### src/rtl/game_pkg.sv
// Shared game types and datapath widths for the sequencer, bit-mask lookup and renderer.
package game_pkg;

  localparam int STATE_W    = 3;
  localparam int WALL_IDX_W = 4;
  localparam int DEPTH_W    = 8;
  localparam int FPT_W      = 4;
  localparam int ROUND_W    = 8;
  localparam int COUNT_W    = 8;
  localparam int STRIKE_W   = 8;
  localparam int COLL_W     = 21;

  typedef enum logic [STATE_W-1:0] {
    ST_LOSE      = 3'd0,
    ST_IDLE      = 3'd1,
    ST_WIN       = 3'd2,
    ST_COUNTDOWN = 3'd3,
    ST_ADVANCE   = 3'd4
  } game_state_t;

  // Frames per depth step for a round: linear speedup clamped at the floor.
  // Signed arithmetic so a large round count cannot wrap below the floor.
  function automatic logic [FPT_W-1:0] speed_for_round(input int rnd, input int max_f,
                                                       input int step, input int min_f);
    int v;
    v = max_f - rnd * step;
    if (v < min_f) v = min_f;
    return FPT_W'(v);
  endfunction

  function automatic logic depth_in_window(input logic [DEPTH_W-1:0] d, input int goal,
                                           input int delta);
    int di;
    di = int'(32'(d));
    return (di >= goal - delta) && (di <= goal + delta);
  endfunction

endpackage

### src/rtl/round_sequencer_if.sv
// Frame-side inputs and wall/game-state outputs of the round sequencer.
interface round_sequencer_if;
  import game_pkg::*;

  logic                  start_game_in;
  logic                  frame_done_in;
  logic [COLL_W-1:0]     frame_collisions_in;
  logic [WALL_IDX_W-1:0] wall_idx_out;
  logic [DEPTH_W-1:0]    wall_depth_out;
  logic                  wall_tick_out;
  logic [FPT_W-1:0]      frames_per_tick_out;
  logic [ROUND_W-1:0]    round_out;
  logic [COUNT_W-1:0]    countdown_out;
  logic                  in_window_out;
  logic [STATE_W-1:0]    game_state_out;

  modport master (
    output start_game_in, frame_done_in, frame_collisions_in,
    input  wall_idx_out, wall_depth_out, wall_tick_out, frames_per_tick_out,
           round_out, countdown_out, in_window_out, game_state_out
  );

  modport slave (
    input  start_game_in, frame_done_in, frame_collisions_in,
    output wall_idx_out, wall_depth_out, wall_tick_out, frames_per_tick_out,
           round_out, countdown_out, in_window_out, game_state_out
  );
endinterface

### src/rtl/round_sequencer_wall_tick_gen.sv
// Frame counter that emits a depth-step strobe every frames_per_tick frames.
module wall_tick_gen
  import game_pkg::*;
(
  input  logic             clk_in,
  input  logic             rst_in,
  input  logic             clear,
  input  logic             enable,
  input  logic             frame_done,
  input  logic [FPT_W-1:0] frames_per_tick,
  output logic             tick
);

  logic [FPT_W-1:0] frame_cnt;

  // Strobe on the frame that completes the current speed period.
  always_comb
    tick = enable && frame_done && (frame_cnt == frames_per_tick - FPT_W'(1));

  // Count frames within the period; restart on clear or after each strobe.
  always_ff @(posedge clk_in) begin
    if (rst_in || clear)             frame_cnt <= '0;
    else if (enable && frame_done)   frame_cnt <= tick ? '0 : frame_cnt + FPT_W'(1);
  end

endmodule

### src/rtl/round_sequencer.sv
// Game-level sequencer: countdown, wall advance, strike judging and win/lose.
module round_sequencer
  import game_pkg::*;
#(
  parameter int MAX_ROUNDS               = 5,
  parameter int NUM_WALLS                = 10,
  parameter int MAX_FRAMES_PER_WALL_TICK = 15,
  parameter int MIN_FRAMES_PER_WALL_TICK = 3,
  parameter int SPEEDUP_STEP             = 2,
  parameter int GOAL_DEPTH               = 60,
  parameter int GOAL_DEPTH_DELTA         = 10,
  parameter int MAX_WALL_DEPTH           = GOAL_DEPTH + GOAL_DEPTH_DELTA + 5,
  parameter int COUNTDOWN_FRAMES         = 180,
  parameter int COLLISION_THRESHOLD      = 65536,
  parameter int STRIKE_FRAMES            = 3
) (
  input logic              clk_in,
  input logic              rst_in,
  round_sequencer_if.slave bus
);

  game_state_t           state_q, state_d;
  logic [ROUND_W-1:0]    round_q;
  logic [WALL_IDX_W-1:0] wall_q;
  logic [DEPTH_W-1:0]    depth_q, depth_d;
  logic [STRIKE_W-1:0]   strikes_q, strikes_inc;
  logic [FPT_W-1:0]      fpt_q;
  logic [COUNT_W-1:0]    countdown_q;
  logic                  tick_q, win_q;

  logic start_evt, fd_cd, cd_done, fd_adv, tick, hit, lose, round_end, last_round;

  wall_tick_gen u_tick (
    .clk_in          (clk_in),
    .rst_in          (rst_in),
    .clear           (start_evt || cd_done),
    .enable          (state_q == ST_ADVANCE),
    .frame_done      (bus.frame_done_in),
    .frames_per_tick (fpt_q),
    .tick            (tick)
  );

  // Frame-boundary events; judging uses the depth before this frame's update.
  always_comb begin
    start_evt   = bus.start_game_in &&
                  (state_q == ST_IDLE || state_q == ST_WIN || state_q == ST_LOSE);
    fd_cd       = bus.frame_done_in && (state_q == ST_COUNTDOWN);
    cd_done     = fd_cd && (countdown_q == COUNT_W'(1));
    fd_adv      = bus.frame_done_in && (state_q == ST_ADVANCE);
    hit         = depth_in_window(depth_q, GOAL_DEPTH, GOAL_DEPTH_DELTA) &&
                  (int'(32'(bus.frame_collisions_in)) >= COLLISION_THRESHOLD);
    strikes_inc = strikes_q + STRIKE_W'(1);
    lose        = fd_adv && hit && (int'(32'(strikes_inc)) >= STRIKE_FRAMES);
    round_end   = fd_adv && tick && (int'(32'(depth_q)) == MAX_WALL_DEPTH - 1);
    last_round  = (int'(32'(round_q)) + 1 == MAX_ROUNDS);
  end

  // Next state; a losing frame outranks a round-ending tick.
  always_comb begin
    state_d = state_q;
    case (state_q)
      ST_IDLE, ST_WIN, ST_LOSE: if (start_evt) state_d = ST_COUNTDOWN;
      ST_COUNTDOWN:             if (cd_done)   state_d = ST_ADVANCE;
      ST_ADVANCE: begin
        if (lose)           state_d = ST_LOSE;
        else if (round_end) state_d = last_round ? ST_WIN : ST_COUNTDOWN;
      end
      default:                  state_d = ST_IDLE;
    endcase
  end

  // Next depth; frozen on the losing frame and outside ADVANCE.
  always_comb begin
    depth_d = depth_q;
    if (start_evt || cd_done)        depth_d = '0;
    else if (fd_adv && tick && !lose) depth_d = round_end ? '0 : depth_q + DEPTH_W'(1);
  end

  // State register.
  always_ff @(posedge clk_in) begin
    if (rst_in) state_q <= ST_IDLE;
    else        state_q <= state_d;
  end

  // Round bookkeeping, strikes, countdown and registered depth/window/tick.
  always_ff @(posedge clk_in) begin
    if (rst_in) begin
      round_q     <= '0;
      wall_q      <= '0;
      depth_q     <= '0;
      strikes_q   <= '0;
      fpt_q       <= FPT_W'(MAX_FRAMES_PER_WALL_TICK);
      countdown_q <= '0;
      tick_q      <= 1'b0;
      win_q       <= 1'b0;
    end else begin
      depth_q <= depth_d;
      win_q   <= depth_in_window(depth_d, GOAL_DEPTH, GOAL_DEPTH_DELTA);
      tick_q  <= fd_adv && tick && !lose;
      if (start_evt) begin
        round_q     <= '0;
        wall_q      <= '0;
        strikes_q   <= '0;
        fpt_q       <= FPT_W'(MAX_FRAMES_PER_WALL_TICK);
        countdown_q <= COUNT_W'(COUNTDOWN_FRAMES);
      end else if (fd_cd) begin
        countdown_q <= countdown_q - COUNT_W'(1);
      end else if (fd_adv) begin
        strikes_q <= hit ? strikes_inc : '0;
        if (round_end && !lose && !last_round) begin
          round_q     <= round_q + ROUND_W'(1);
          wall_q      <= (int'(32'(wall_q)) == NUM_WALLS - 1) ? '0 : wall_q + WALL_IDX_W'(1);
          fpt_q       <= speed_for_round(int'(32'(round_q)) + 1, MAX_FRAMES_PER_WALL_TICK,
                                         SPEEDUP_STEP, MIN_FRAMES_PER_WALL_TICK);
          strikes_q   <= '0;
          countdown_q <= COUNT_W'(COUNTDOWN_FRAMES);
        end
      end
    end
  end

  // Outputs straight from registers.
  always_comb begin
    bus.wall_idx_out        = wall_q;
    bus.wall_depth_out      = depth_q;
    bus.wall_tick_out       = tick_q;
    bus.frames_per_tick_out = fpt_q;
    bus.round_out           = round_q;
    bus.countdown_out       = countdown_q;
    bus.in_window_out       = win_q;
    bus.game_state_out      = state_q;
  end

endmodule

### src/flat_wrapper.sv
// flat-port wrapper written by rule: the top's interface ports become plain ports
module round_sequencer_flat import game_pkg::*;
#(
  parameter int MAX_ROUNDS               = 5,
  parameter int NUM_WALLS                = 10,
  parameter int MAX_FRAMES_PER_WALL_TICK = 15,
  parameter int MIN_FRAMES_PER_WALL_TICK = 3,
  parameter int SPEEDUP_STEP             = 2,
  parameter int GOAL_DEPTH               = 60,
  parameter int GOAL_DEPTH_DELTA         = 10,
  parameter int MAX_WALL_DEPTH           = GOAL_DEPTH + GOAL_DEPTH_DELTA + 5,
  parameter int COUNTDOWN_FRAMES         = 180,
  parameter int COLLISION_THRESHOLD      = 65536,
  parameter int STRIKE_FRAMES            = 3
)
  (clk_in, rst_in, bus_start_game_in, bus_frame_done_in, bus_frame_collisions_in, bus_wall_idx_out, bus_wall_depth_out, bus_wall_tick_out, bus_frames_per_tick_out, bus_round_out, bus_countdown_out, bus_in_window_out, bus_game_state_out);
  round_sequencer_if bus_i ();
  input logic clk_in;
  input logic rst_in;
  input wire logic [$bits(bus_i.start_game_in)-1:0] bus_start_game_in;
  input wire logic [$bits(bus_i.frame_done_in)-1:0] bus_frame_done_in;
  input wire logic [$bits(bus_i.frame_collisions_in)-1:0] bus_frame_collisions_in;
  output wire logic [$bits(bus_i.wall_idx_out)-1:0] bus_wall_idx_out;
  output wire logic [$bits(bus_i.wall_depth_out)-1:0] bus_wall_depth_out;
  output wire logic [$bits(bus_i.wall_tick_out)-1:0] bus_wall_tick_out;
  output wire logic [$bits(bus_i.frames_per_tick_out)-1:0] bus_frames_per_tick_out;
  output wire logic [$bits(bus_i.round_out)-1:0] bus_round_out;
  output wire logic [$bits(bus_i.countdown_out)-1:0] bus_countdown_out;
  output wire logic [$bits(bus_i.in_window_out)-1:0] bus_in_window_out;
  output wire logic [$bits(bus_i.game_state_out)-1:0] bus_game_state_out;
  assign bus_i.start_game_in = bus_start_game_in;
  assign bus_i.frame_done_in = bus_frame_done_in;
  assign bus_i.frame_collisions_in = bus_frame_collisions_in;
  assign bus_wall_idx_out = bus_i.wall_idx_out;
  assign bus_wall_depth_out = bus_i.wall_depth_out;
  assign bus_wall_tick_out = bus_i.wall_tick_out;
  assign bus_frames_per_tick_out = bus_i.frames_per_tick_out;
  assign bus_round_out = bus_i.round_out;
  assign bus_countdown_out = bus_i.countdown_out;
  assign bus_in_window_out = bus_i.in_window_out;
  assign bus_game_state_out = bus_i.game_state_out;
  round_sequencer #(.MAX_ROUNDS(MAX_ROUNDS), .NUM_WALLS(NUM_WALLS), .MAX_FRAMES_PER_WALL_TICK(MAX_FRAMES_PER_WALL_TICK), .MIN_FRAMES_PER_WALL_TICK(MIN_FRAMES_PER_WALL_TICK), .SPEEDUP_STEP(SPEEDUP_STEP), .GOAL_DEPTH(GOAL_DEPTH), .GOAL_DEPTH_DELTA(GOAL_DEPTH_DELTA), .MAX_WALL_DEPTH(MAX_WALL_DEPTH), .COUNTDOWN_FRAMES(COUNTDOWN_FRAMES), .COLLISION_THRESHOLD(COLLISION_THRESHOLD), .STRIKE_FRAMES(STRIKE_FRAMES)) u_core (.clk_in(clk_in), .rst_in(rst_in), .bus(bus_i));
endmodule
### config.mk
export PLATFORM = sky130hd
export DESIGN_NAME = round_sequencer_flat
export DESIGN_NICKNAME = d
export VERILOG_FILES = /design/src/rtl/game_pkg.sv /design/src/rtl/round_sequencer_if.sv /design/src/rtl/round_sequencer_wall_tick_gen.sv /design/src/rtl/round_sequencer.sv /design/src/flat_wrapper.sv
export SDC_FILE = /design/constraint.sdc
export NUM_CORES = 1
export LEC_CHECK = 0
export ABC_AREA = 1
export CAP_MARGIN = 20
export CORE_UTILIZATION = 40
export CTS_CLUSTER_SIZE = 16
export DETAILED_ROUTE_END_ITERATION = 6
export PLACE_DENSITY = 0.68
export SLEW_MARGIN = 5
export SYNTH_ARGS = -nofsm -noshare
export SYNTH_HDL_FRONTEND = slang
export SYNTH_SLANG_ARGS = --single-unit
### constraint.sdc
create_clock -name clk_in -period 2.1 [get_ports clk_in]
set_clock_uncertainty 0.2 [all_clocks]
set_input_delay 0.21 -clock clk_in [delete_from_list [all_inputs] [get_ports clk_in]]
set_output_delay 0.21 -clock clk_in [all_outputs]
set_load 0.01 [all_outputs]
==> flow_metrics.env <==
export IMPL_area_growth_synth_to_final_pct=60.5
export IMPL_drc_errors=0
export IMPL_ff2ff_setup_slack_ns=-0.15
export IMPL_synth_nets=451
export IMPL_die_area_mm2=0.00745
export IMPL_required_ns=2.10
export IMPL_place_inst=613
export IMPL_routabilityCongestion=0.849
export IMPL_setup_tns_ns=-1.68
export IMPL_grt_max_degree=19
export IMPL_synthSimpleGateAreaFrac_pct=34.1
export IMPL_status="finished, violations left"
export IMPL_stdcell_area_mm2=0.00457
export IMPL_synth_xor_area_share_pct=5.24
export IMPL_nets=571
export IMPL_synth_top_area_share_pct=33.8
export IMPL_slew_violations=0
export IMPL_synth_distinct_cells=36
export IMPL_ctsHoldBuffers=0
export IMPL_ys_seq_area_share_pct=33.8
export IMPL_netlist_area_mm2=0.00284
export IMPL_synthAdderAreaFrac_pct=3.96
export IMPL_power_density_mw_per_mm2=442
export IMPL_gr_total_overflow=0
export IMPL_start_util_pct=41.6
export IMPL_synthTopCellsByArea="dfxtp_1 (34%), nand2_1 (12%), inv_1 (7.5%), nand3_1 (6.9%), a21oi_1 (6.3%)"
export IMPL_wl_per_cell_um=13.6
export IMPL_netlist_instances=417
export IMPL_synth_mux_area_share_pct=0
export IMPL_cp_arrival_ns=2.25
export IMPL_placed_area_mm2=0.00384
export IMPL_die_width_um=86.3
export IMPL_setup_worst_path_start_class="flip-flop"
export IMPL_cp_max_fo=7
export IMPL_post_route_min_period_ns=2.25
export IMPL_synth_compound_area_share_pct=12.6
export IMPL_ant_nets=0
export IMPL_coreArea_mm2=0.00683
export IMPL_globalRouteTotalUtil_pct=22.1
export IMPL_yosysTopAreaCell="dfxtp_1"
export IMPL_io_buffers=44
export IMPL_first_pass_iters=4
export IMPL_critical_path_class="reg2reg"
export IMPL_hp_class="reg2reg"
export IMPL_antenna_found_initial=0
export IMPL_power_leakage_nw=1.86
export IMPL_h_tree_depth=2
export IMPL_grt_pass1_vias=3012
export IMPL_drive_gt1_share_pct=36.6
export IMPL_avgSynthCellArea_um2=6.82
export IMPL_synth_top_family_by_area="simple AND/OR/NAND/NOR gates"
export IMPL_cap_violations=0
export IMPL_cts_root_buf="clkbuf_8"
export IMPL_fin_ws_ns=-0.151
export IMPL_ys_ff_latch=48
export IMPL_cts_tree="yes"
export IMPL_fmax_mhz=444
export IMPL_clockBufferDepth=2
export IMPL_endpoint_kind="flip-flop"
export IMPL_final_common_cell="nand2_1"
export IMPL_violations="negative setup slack"
export IMPL_routed_wl_mm=8.61
export IMPL_avgViaCountPerCell=4.99
export IMPL_dpl_hpwl_mm=5.57
export IMPL_grt_pass1_wl_mm=13.1
export IMPL_vias=3163
export IMPL_die_y_um=86.3
export IMPL_layout_common_cells="nand2_1 (72), buf_4 (66), inv_1 (53), clkdlybuf4s50_1 (44), dfxtp_1 (37)"
export IMPL_io_pins=62
export IMPL_clock_sinks=48
export IMPL_setup_viol=23
export IMPL_num_rows=30
export IMPL_rsz0062_at_grt="yes"
export IMPL_hold_violations=0
export IMPL_worstSkewPairLatency_ns=0.32
export IMPL_yosysWarnings=0
export IMPL_fin_cells=634
export IMPL_cts_buffers=5
export IMPL_peakVddDrop_mv=0.445
export IMPL_drt_iter0_markers=158
export IMPL_n_antenna_cell=0
export IMPL_fin_crit_sh_pct=107
export IMPL_clk_pin_slew_worst_paths_ns=0.09
-- layer usage --
layer	vias up	part of all wire (%)	global-route usage (%)	wire (um)
met5	-	0	0	0
met4	0	2.1	8.94	177
met3	16	4.3	3.62	373
met2	78	50	38.7	4330
met1	1488	43	26.9	3740
li1	1581	-	-	-
-- stage by stage --
stage	hold slack (ns)	utilization [%]	power, W	setup slack [ns]
after global placement	0.268	56.3	0.00138	-0.237
after global routing	0.311	66.8	0.00211	-0.289
after detailed placement	0.274	56.3	0.00138	-0.261
final	0.290	66.8	0.00202	-0.151
after CTS	0.287	61.6	0.00199	-0.0504
after floorplan	0.0881	-	0.00122	0.0172
-- cell families after synthesis --
group,Yosys count
adder cells (fa/ha/maj),9
XOR/XNOR,17
other,1
AND/OR/NAND/NOR,205
buffers and inverters,71
flip-flops,48
AO/OA/AOI/OAI,66
-- layout make-up --
class / instances / area (um2)
Multi-Input combinational cell: 298 / 2060
Inverter: 63 / 239
Clock inverter: 1 / 7.51
Tap cell: 96 / 120
Fill cell: 548 / 2270
Clock buffer: 7 / 86.3
Sequential cell: 48 / 982
Timing Repair Buffer: 121 / 1070
-- report_power, final --
part / total [W] / internal [W] / switching [W]
Combinational: 0.000446 / 0.000195 / 0.000251
Sequential: 0.000973 / 0.000937 / 0.0000355
Clock: 0.000600 / 0.000268 / 0.000331
Total: 0.00202 / 0.00140 / 0.000618
-- state kept, by name (all words and copies together), names as in the netlist --
signal	cells
u_core.u_tick.frame_cnt	4
u_core.strikes_q	8
u_core.bus.frames_per_tick_out	3
u_core.bus.game_state_out	3
u_core.bus.wall_depth_out	8
u_core.bus.countdown_out	8
u_core.bus.in_window_out	1
u_core.bus.wall_tick_out	1
u_core.bus.wall_idx_out	4
u_core.bus.round_out	8
-- critical path, cell delays in order (launching register included) --
cell and delay [ns]:
dfxtp_2 0.38, buf_6 0.13, nand2_4 0.05, nor2_4 0.14
nand2_1 0.07, nand2_1 0.07, nand2_2 0.08, nor2_4 0.10
nand3_4 0.11, nand2_8 0.11, buf_6 0.11, nand3_4 0.15
buf_6 0.17, o211ai_1 0.16, o21ai_1 0.10
-- final timing paths --
path / start / end / depth (start not counted)
worst min-delay path: u_core.strikes_q[7] / u_core.strikes_q[7] / 2
worst min register to register: u_core.strikes_q[7] / u_core.strikes_q[7] / 2
worst max-delay path: u_core.strikes_q[1] / u_core.bus.wall_idx_out[1] / 14
worst max register to register: u_core.strikes_q[1] / u_core.bus.wall_idx_out[1] / 14
-- Yosys cell counts --
cell       n
nand4_2    1
nand4_1    6
a31oi_1    2
or3_1      1
o21ai_0   19
o31ai_1    2
nand3_1   39
or2_2      3
nor2_1    41
xor2_1    15
nand2_1   88
nor3_2     1
nor2_8     1
o211ai_1   2
o21bai_1   1
a21oi_1   36
conb_1     1
xnor2_1    2
o22ai_1    1
nor4_1     3
nor2_4     1
nand3_2    2
nand3_4    3
buf_4      2
inv_2      5
a21oi_4    1
nand2_2    5
dfxtp_1   48
inv_1     57
buf_2      2
o21ai_1    2
buf_6      2
clkinv_1   1
clkbuf_1   2
ha_1       9
nor3_1    10
-- repair_timing --
item / in CTS / in global routing
endpoints found under the setup margin: 28 / 33
setup buffers: 10 / 5
pin swaps: 17 / 35
gates resized for setup: 55 / 88
Note: power is estimated with default switching activity, not from simulation.
